[src/rtl/booth_pkg.sv]
// booth_pkg: shared constants, side-band type and negation helper for the Booth multiplier entry stage
// Contents:
//   WIDTH/STAGES/LAT     operand width, process-stage count, side-band delay depth
//   TAG_W/CREDITS        user tag width, downstream result buffer depth
//   TEMP_W/ITEM_W        partial-product and multiplicand-pair word widths
//   A_MIN                the one multiplicand whose negation overflows
//   sideband_t           {valid, tag, unsafe} carried alongside each operation
//   neg()                two's complement negation, wrapping mod 2^WIDTH
package booth_pkg;
    localparam int WIDTH   = 8;
    localparam int STAGES  = 8;
    localparam int LAT     = STAGES + 1;
    localparam int TAG_W   = 4;
    localparam int CREDITS = 4;
    localparam int TEMP_W  = 2 * WIDTH + 1;
    localparam int ITEM_W  = 2 * WIDTH;
    localparam logic [WIDTH-1:0] A_MIN = 8'h80;

    typedef struct packed {
        logic             valid;
        logic [TAG_W-1:0] tag;
        logic             unsafe;
    } sideband_t;

    function automatic logic [WIDTH-1:0] neg(input logic [WIDTH-1:0] a);
        return ~a + WIDTH'(1);
    endfunction
endpackage

[src/rtl/booth_sideband_delay.sv]
// booth_sideband_delay: fixed-depth shift register keeping side-band aligned with the process-stage chain
// Ports:
//   clk   rising-edge clock
//   rst   asynchronous active-high clear of the whole line
//   i_d   side-band entering at flop 0
//   o_q   side-band leaving the final flop
module booth_sideband_delay
    import booth_pkg::*;
#(
    parameter int DEPTH = LAT
) (
    input  logic      clk,
    input  logic      rst,
    input  sideband_t i_d,
    output sideband_t o_q
);
    sideband_t [DEPTH-1:0] r_line;

    always_ff @(posedge clk or posedge rst) begin
        if (rst) r_line <= '0;
        else     r_line <= {r_line[DEPTH-2:0], i_d};
    end

    assign o_q = r_line[DEPTH-1];
endmodule

[src/rtl/booth_input_module.sv]
// booth_input_module: entry stage of the pipelined signed radix-2 Booth multiplier with credit flow control
// Ports:
//   clk, rst                 rising-edge clock, asynchronous active-high reset
//   in_valid/in_ready        operand handshake; ready while credits remain
//   in_a, in_b, in_tag       multiplicand, multiplier, user tag
//   temp_out                 initial partial-product word {0, b, 0}
//   item_out                 multiplicand pair {-a, a}
//   res_valid/tag/unsafe     side-band aligned with the last process stage's output
//   credit_return            downstream freed one result buffer entry
//   credits_avail            current credit count
//   err_credit_ovf           sticky: credit returned while already full
module booth_input_module #(
    parameter int WIDTH   = booth_pkg::WIDTH,
    parameter int STAGES  = booth_pkg::STAGES,
    parameter int TAG_W   = booth_pkg::TAG_W,
    parameter int CREDITS = booth_pkg::CREDITS,
    localparam int CW     = $clog2(CREDITS + 1)
) (
    input  logic               clk,
    input  logic               rst,
    input  logic               in_valid,
    output logic               in_ready,
    input  logic [WIDTH-1:0]   in_a,
    input  logic [WIDTH-1:0]   in_b,
    input  logic [TAG_W-1:0]   in_tag,
    output logic [2*WIDTH:0]   temp_out,
    output logic [2*WIDTH-1:0] item_out,
    output logic               res_valid,
    output logic [TAG_W-1:0]   res_tag,
    output logic               res_unsafe,
    input  logic               credit_return,
    output logic [CW-1:0]      credits_avail,
    output logic               err_credit_ovf
);
    import booth_pkg::sideband_t;
    import booth_pkg::A_MIN;
    import booth_pkg::neg;

    logic [2*WIDTH:0]   r_temp;
    logic [2*WIDTH-1:0] r_item;
    logic [CW-1:0]      r_credits;
    logic               r_err;
    logic               w_accept;
    logic               w_ovf;
    logic [CW-1:0]      w_credits_nxt;
    sideband_t          w_sb_in;
    sideband_t          w_sb_out;

    assign in_ready = r_credits != '0;
    assign w_accept = in_valid & in_ready;

    // An accept paired with a return is a wash; a lone return saturates at full.
    always_comb begin
        w_ovf         = credit_return & ~w_accept & (r_credits == CW'(CREDITS));
        w_credits_nxt = (w_accept & ~credit_return)        ? r_credits - CW'(1) :
                        (credit_return & ~w_accept & ~w_ovf) ? r_credits + CW'(1) :
                                                              r_credits;
    end

    assign w_sb_in = '{valid: w_accept, tag: in_tag, unsafe: w_accept & (in_a == A_MIN)};

    // Non-accept cycles load zeros so bubbles flow through the stages harmlessly.
    always_ff @(posedge clk or posedge rst) begin
        if (rst) begin
            r_temp    <= '0;
            r_item    <= '0;
            r_credits <= CW'(CREDITS);
            r_err     <= 1'b0;
        end else begin
            r_temp    <= w_accept ? {WIDTH'(0), in_b, 1'b0} : '0;
            r_item    <= w_accept ? {neg(in_a), in_a} : '0;
            r_credits <= w_credits_nxt;
            r_err     <= r_err | w_ovf;
        end
    end

    booth_sideband_delay #(.DEPTH(STAGES + 1)) u_delay (
        .clk (clk),
        .rst (rst),
        .i_d (w_sb_in),
        .o_q (w_sb_out)
    );

    assign temp_out       = r_temp;
    assign item_out       = r_item;
    assign res_valid      = w_sb_out.valid;
    assign res_tag        = w_sb_out.tag;
    assign res_unsafe     = w_sb_out.unsafe;
    assign credits_avail  = r_credits;
    assign err_credit_ovf = r_err;
endmodule

[config.mk]
export PLATFORM = sky130hd
export DESIGN_NAME = booth_input_module
export DESIGN_NICKNAME = d
export VERILOG_FILES = /design/src/rtl/booth_pkg.sv /design/src/rtl/booth_sideband_delay.sv /design/src/rtl/booth_input_module.sv
export SDC_FILE = /design/constraint.sdc
export NUM_CORES = 1
export LEC_CHECK = 0
export ABC_AREA = 1
export BUFFER_PORTS_ARGS = -buffer_cell sky130_fd_sc_hd__buf_2
export CAP_MARGIN = 20
export CORE_MARGIN = 2
export CORE_UTILIZATION = 45
export CTS_BUF_LIST = sky130_fd_sc_hd__clkbuf_4
export DETAILED_ROUTE_END_ITERATION = 6
export PLACE_DENSITY = 0.79
export SYNTH_ARGS = -nofsm -noshare
export SYNTH_HDL_FRONTEND = slang
export SYNTH_SLANG_ARGS = --single-unit
[constraint.sdc]
create_clock -name clk -period 4.2 [get_ports clk]
set_input_delay 1.26 -clock clk [delete_from_list [all_inputs] [get_ports clk]]
set_output_delay 1.26 -clock clk [all_outputs]
set_load 0.02 [all_outputs]
# Yosys cells after proc, flatten, opt, wreduce, memory -nomap -nowiden
# Index checks and enable logic that the tools add are counted.
[word_totals]
reg_bits = 83
latch_bits = 0
ram_bits = 0
rom_bits = 0
inputBits = 24
wordCells = 53
memories = 0
[op_classes]
n_addsub = 3
n_mul = 0
div = 0
magnitude_cmp = 0
eq_ne = 2
shift = 0
muxes = 4
bitwise_logic = 11
reduce_logical = 2
[ops]
columns = ["cell", "n"]
rows = [
  ["$mux W16", 1],
  ["$mux W9", 1],
  ["$add A8 B1 Y8 const B", 1],
  ["$eq A8 B8 Y1 const B", 1],
  ["$not A8 Y8", 1],
  ["$and A1 B1 Y1", 6],
  ["$mux W3", 2],
  ["$add A3 B1 Y3 const B", 1],
  ["$eq A3 B3 Y1 const B", 1],
  ["$not A1 Y1", 3],
  ["$reduce_bool A3 Y1", 1],
  ["$sub A3 B1 Y3 const B", 1],
  ["$reduce_bool A2 Y1", 1],
  ["$or A1 B1 Y1", 1],
]

# Longest topological paths before layout
[depth]
ltp_word = 9
mapped_depth = 9

# Cells and area by module
# A second synthesis with hierarchy kept.
[hier_totals]
hier_cells = 189
hier_area_um2 = 2601.2
[modules_own_cells]
columns = ["module", "instances", "cells_each", "area_each_um2"]
rows = [
  ["booth_sideband_delay", 1, 61, 1400.1],
  ["booth_input_module", 1, 128, 1201.2],
]

# Worst setup path after synthesis
# Ideal clock, no wire load.
[synth_timing]
path_type = "input -> register"
start = "input port credit_return"
end = "register r_credits[2] (netlist: credits_avail[2])"
arrival_ps = 2165
setup_slack_ps = 1977
cell_stages = 8
path_buffers = 0
cell_sequence = "inv_1 nand3_1 fa_1 inv_1 nand4_1 nand3_1 nand2_1 inv_1"
[synth_between]
elab_chain_len = 5
elab_cells_between_ends = 8
classes_between = "1 x mux; 6 x bitwise; 1 x reduce/logical"
[synth_lines]
columns = ["item", "line_no", "rtl"]
rows = [
  ["start: declaration", "booth_input_module.sv:31", "input logic credit_return,"],
  ["$and A1 B1 Y1", "booth_input_module.sv:54, booth_input_module.sv:56", ""],
  ["$and A1 B1 Y1", "booth_input_module.sv:54", "w_ovf = credit_return & ~w_accept & (r_credits == CW'(CREDITS));"],
  ["$not A1 Y1", "booth_input_module.sv:56", "(credit_return & ~w_accept & ~w_ovf) ? r_credits + CW'(1) :"],
  ["$and A1 B1 Y1", "booth_input_module.sv:56", ""],
  ["$reduce_bool A2 Y1 (no source line)", "n/a", ""],
  ["end signal: assignment", "booth_input_module.sv:67", "r_credits <= CW'(CREDITS);"],
  ["end signal: assignment", "booth_input_module.sv:72", "r_credits <= w_credits_nxt;"],
  ["end: declaration", "booth_input_module.sv:41", "logic [CW-1:0] r_credits;"],
]
# Parallel ways exist; a longest one is shown, timed or not.
# A chain may end at the register's enable or synchronous reset.

# Worst setup path after layout
[layout_timing]
start = "register r_credits[2] (netlist: credits_avail[2])"
end = "output port in_ready"
[layout_between]
elab_chain_len = 1
[layout_lines]
columns = ["item", "line_no", "rtl"]
rows = [
  ["$reduce_bool A3 Y1", "booth_input_module.sv:49", "assign in_ready = r_credits != '0;"],
  ["end: declaration", "booth_input_module.sv:22", "output logic in_ready,"],
]
# No other way between the ends.

==> qor.csv <==
stage,metric,value,unit
clocking,Clock transition at path regs,0.12,ns
grt,GRT overflow,0,
final_layout,Area Growth Syn to Fin,19.2,%
floorplan,floorplan die width,79.8,um
grt,GR Util met3,8.60,%
worst_setup_path,reg2reg path depth,9,
flow_run,max cap viols,0,
grt,total track usage,13.8,%
floorplan,Ports,68,
drt,post-DR vias/cell,4.38,
yosys,leading register cell type out of synthesis,dfrtp_1,
clocking,clk root buf,clkbuf_4,
final_layout,ant diodes,0,
clocking,worst skew pair latency,0.40,ns
yosys,YS warnings,0,
yosys,ys async rst share,100,%
grt,pin count of the biggest net entering global routing,59,
yosys,"EDFF count, synth",0,
placement,routability cong.,0.690,
yosys,post-synthesis cell type count,24,
clocking,CTS Buf Count,9,
clocking,post-CTS sizing,0,
worst_hold_path,Hold Path Class,register to register,
grt,met2 usage,21.5,%
outcome,status,"complete, no violations",
timing,Post-Route Skew,0.0119,ns
clocking,CTS Hold Buffers Added,0,
drt,post-route antenna net violation count,0,
clocking,H-tree depth,3,
clocking,Num Clock Sinks,81,
placement,dpl cells,309,
timing,Final min period,2.58,ns
floorplan,Initial Utilization,46.6,%
timing,Fin. Hold Viols,0,
placement,Port-buffer cells,58,
power,pwr/cell area,569,mW/mm^2
final_layout,most frequent cells in the layout,"dfrtp_1 (80), buf_2 (58), inv_1 (25)",
grt,initial antenna violation count,0,
final_layout,nets,275,
clocking,setup bufs post-CTS,0,
timing,RSZ-0062 raised after global routing,no,
drt,drt drc,0,
timing,fmax,0.387,GHz
floorplan,Die ar.,0.00636,mm^2
timing,fin crit share,61.5,%
yosys,"Seq/Total Area, Yosys",78.5,%
yosys,Post-Synthesis Cells,186,
clocking,CTS tree,done,
worst_setup_path,"Max FO, Critical Path",4,
floorplan,core area,0.00554,mm^2
final_layout,"Core Util, Final",55.6,%
drt,Iter 0 DRT Violations,88,
drt,overall routed net length,3710,um
placement,pre-CTS setup slack,1.68,ns
worst_setup_path,worst endpoint required time,2.94,ns
timing,WHS,0.356,ns
floorplan,Rows,27,
final_layout,most common library cell in the layout ignoring fill and taps,dfrtp_1,
final_layout,Post-Layout Cell Count,326,
worst_hold_path,worst hold stages,0,
grt,vias in the first global route,1459,
drt,via count,1429,
worst_setup_path,crit path capture type,primary output,
final_layout,layout cells sized above 1,34.3,%
worst_setup_path,CP arrival,1.32,ns
final_layout,filler instances,480,
clocking,clock buffer depth,2,
timing,# setup viols final,0,
grt,first-pass GRT wire length,6470,um
timing,Final Worst Setup Slack,1.62,ns
worst_setup_path,crit start category,register,
power,Leak,1.67,nW
timing,Final Max Slew Viols,0,
drt,Initial DRT Pass Iterations,4,
worst_setup_path,critical path class,register to primary output,
timing,Setup TNS Final,0,ns
power,VDD IR max,0.000383,V
grt,gr busiest metal,met2,
yosys,syn_area_per_cell,13.9,um^2
placement,post-DP HPWL,2490,um
yosys,#FFs+latches synth,81,
yosys,Netlist Area Pre-Place,0.00258,mm^2
floorplan,Die Y-Extent,79.8,um
grt,met1 Track Usage GR,15.5,%
drt,mean routed wirelength per cell,11.4,um
-- routing by layer --
metal  share of wire [%]  vias to the layer above  wire length (um)
met5                   0                        -                 0
met4                0.65                        0                24
met3                 9.9                        4               367
met2                  52                       60              1940
met1                  37                      694              1370
li1                    -                      671                 -
-- cells by family (layout without fill, tap and decap cells) --
kind of cell	count (synthesis)	in the layout	synth area share, %
fa+ha+maj	2	2	1.26
buf+inv	43	103	8.38
compound gates	9	9	1.84
simple gates	49	49	9.50
flops	81	81	78.5
xor+xnor	1	1	0.339
other cells	1	9	0.145
-- worst paths after layout --
kind / start / slack [ns] / endpoint
max in group asynchronous: rst / 2.68 / u_delay.r_line[0]
hold / removal: u_delay.r_line[6] / 0.36 / u_delay.r_line[12]
setup / recovery: credits_avail[2] / 1.62 / in_ready
setup reg to reg: credits_avail[2] / 2.40 / credits_avail[2]
min in group asynchronous: rst / 0.71 / u_delay.r_line[41]
hold reg to reg: u_delay.r_line[6] / 0.36 / u_delay.r_line[12]
-- cells in the mapped netlist (2+ instances only) --
cell,n,area share (%)
nand4_1,3,0.73
buf_2,2,0.39
dfrtp_1,80,78
nor2_1,20,2.9
nor3_1,2,0.39
a21oi_1,4,0.78
nand2_4,2,0.87
buf_4,14,4.1
nand2_1,11,1.6
nand3_1,5,0.97
o21ai_0,3,0.58
nor3_2,3,1.2
inv_1,26,3.8
-- metrics by stage --
step	instance area (um^2)	power, mW
floorplan	2610	1.17
global placement	2890	1.25
detailed placement	2890	1.28
CTS	3050	1.78
global route	3080	1.86
finish	3080	1.75
-- state kept, by name, indices dropped and copies added, names as in the netlist --
register / cells
u_delay.r_line: 48
item_out: 15
temp_out: 8
u_delay.o_q: 6
credits_avail: 3
err_credit_ovf: 1
-- report_power, final --
group,leakage (nW),internal [mW],switching (mW)
combinational,0.583,0.106,0.240
sequential,0.998,0.875,0.0387
clock,0.0871,0.255,0.236
total,1.67,1.24,0.515
-- critical path, stage by stage, from the launching register on --
cell and delay (ns):
dfstp_2 0.58, inv_1 0.08, nand2_4 0.09, buf_2 0.16
-- area by class of cell --
class | instances | area, um^2 | area share [%]
clock buffers | 11 | 82.6 | 2.68
multi-input cells | 70 | 368 | 12.0
repair buffers | 60 | 325 | 10.6
well taps | 72 | 90.1 | 2.93
inverters | 27 | 103 | 3.33
clock inverters | 5 | 81.3 | 2.64
flip-flops and latches | 81 | 2030 | 65.9
Note: power is estimated with default switching activity, not from simulation.
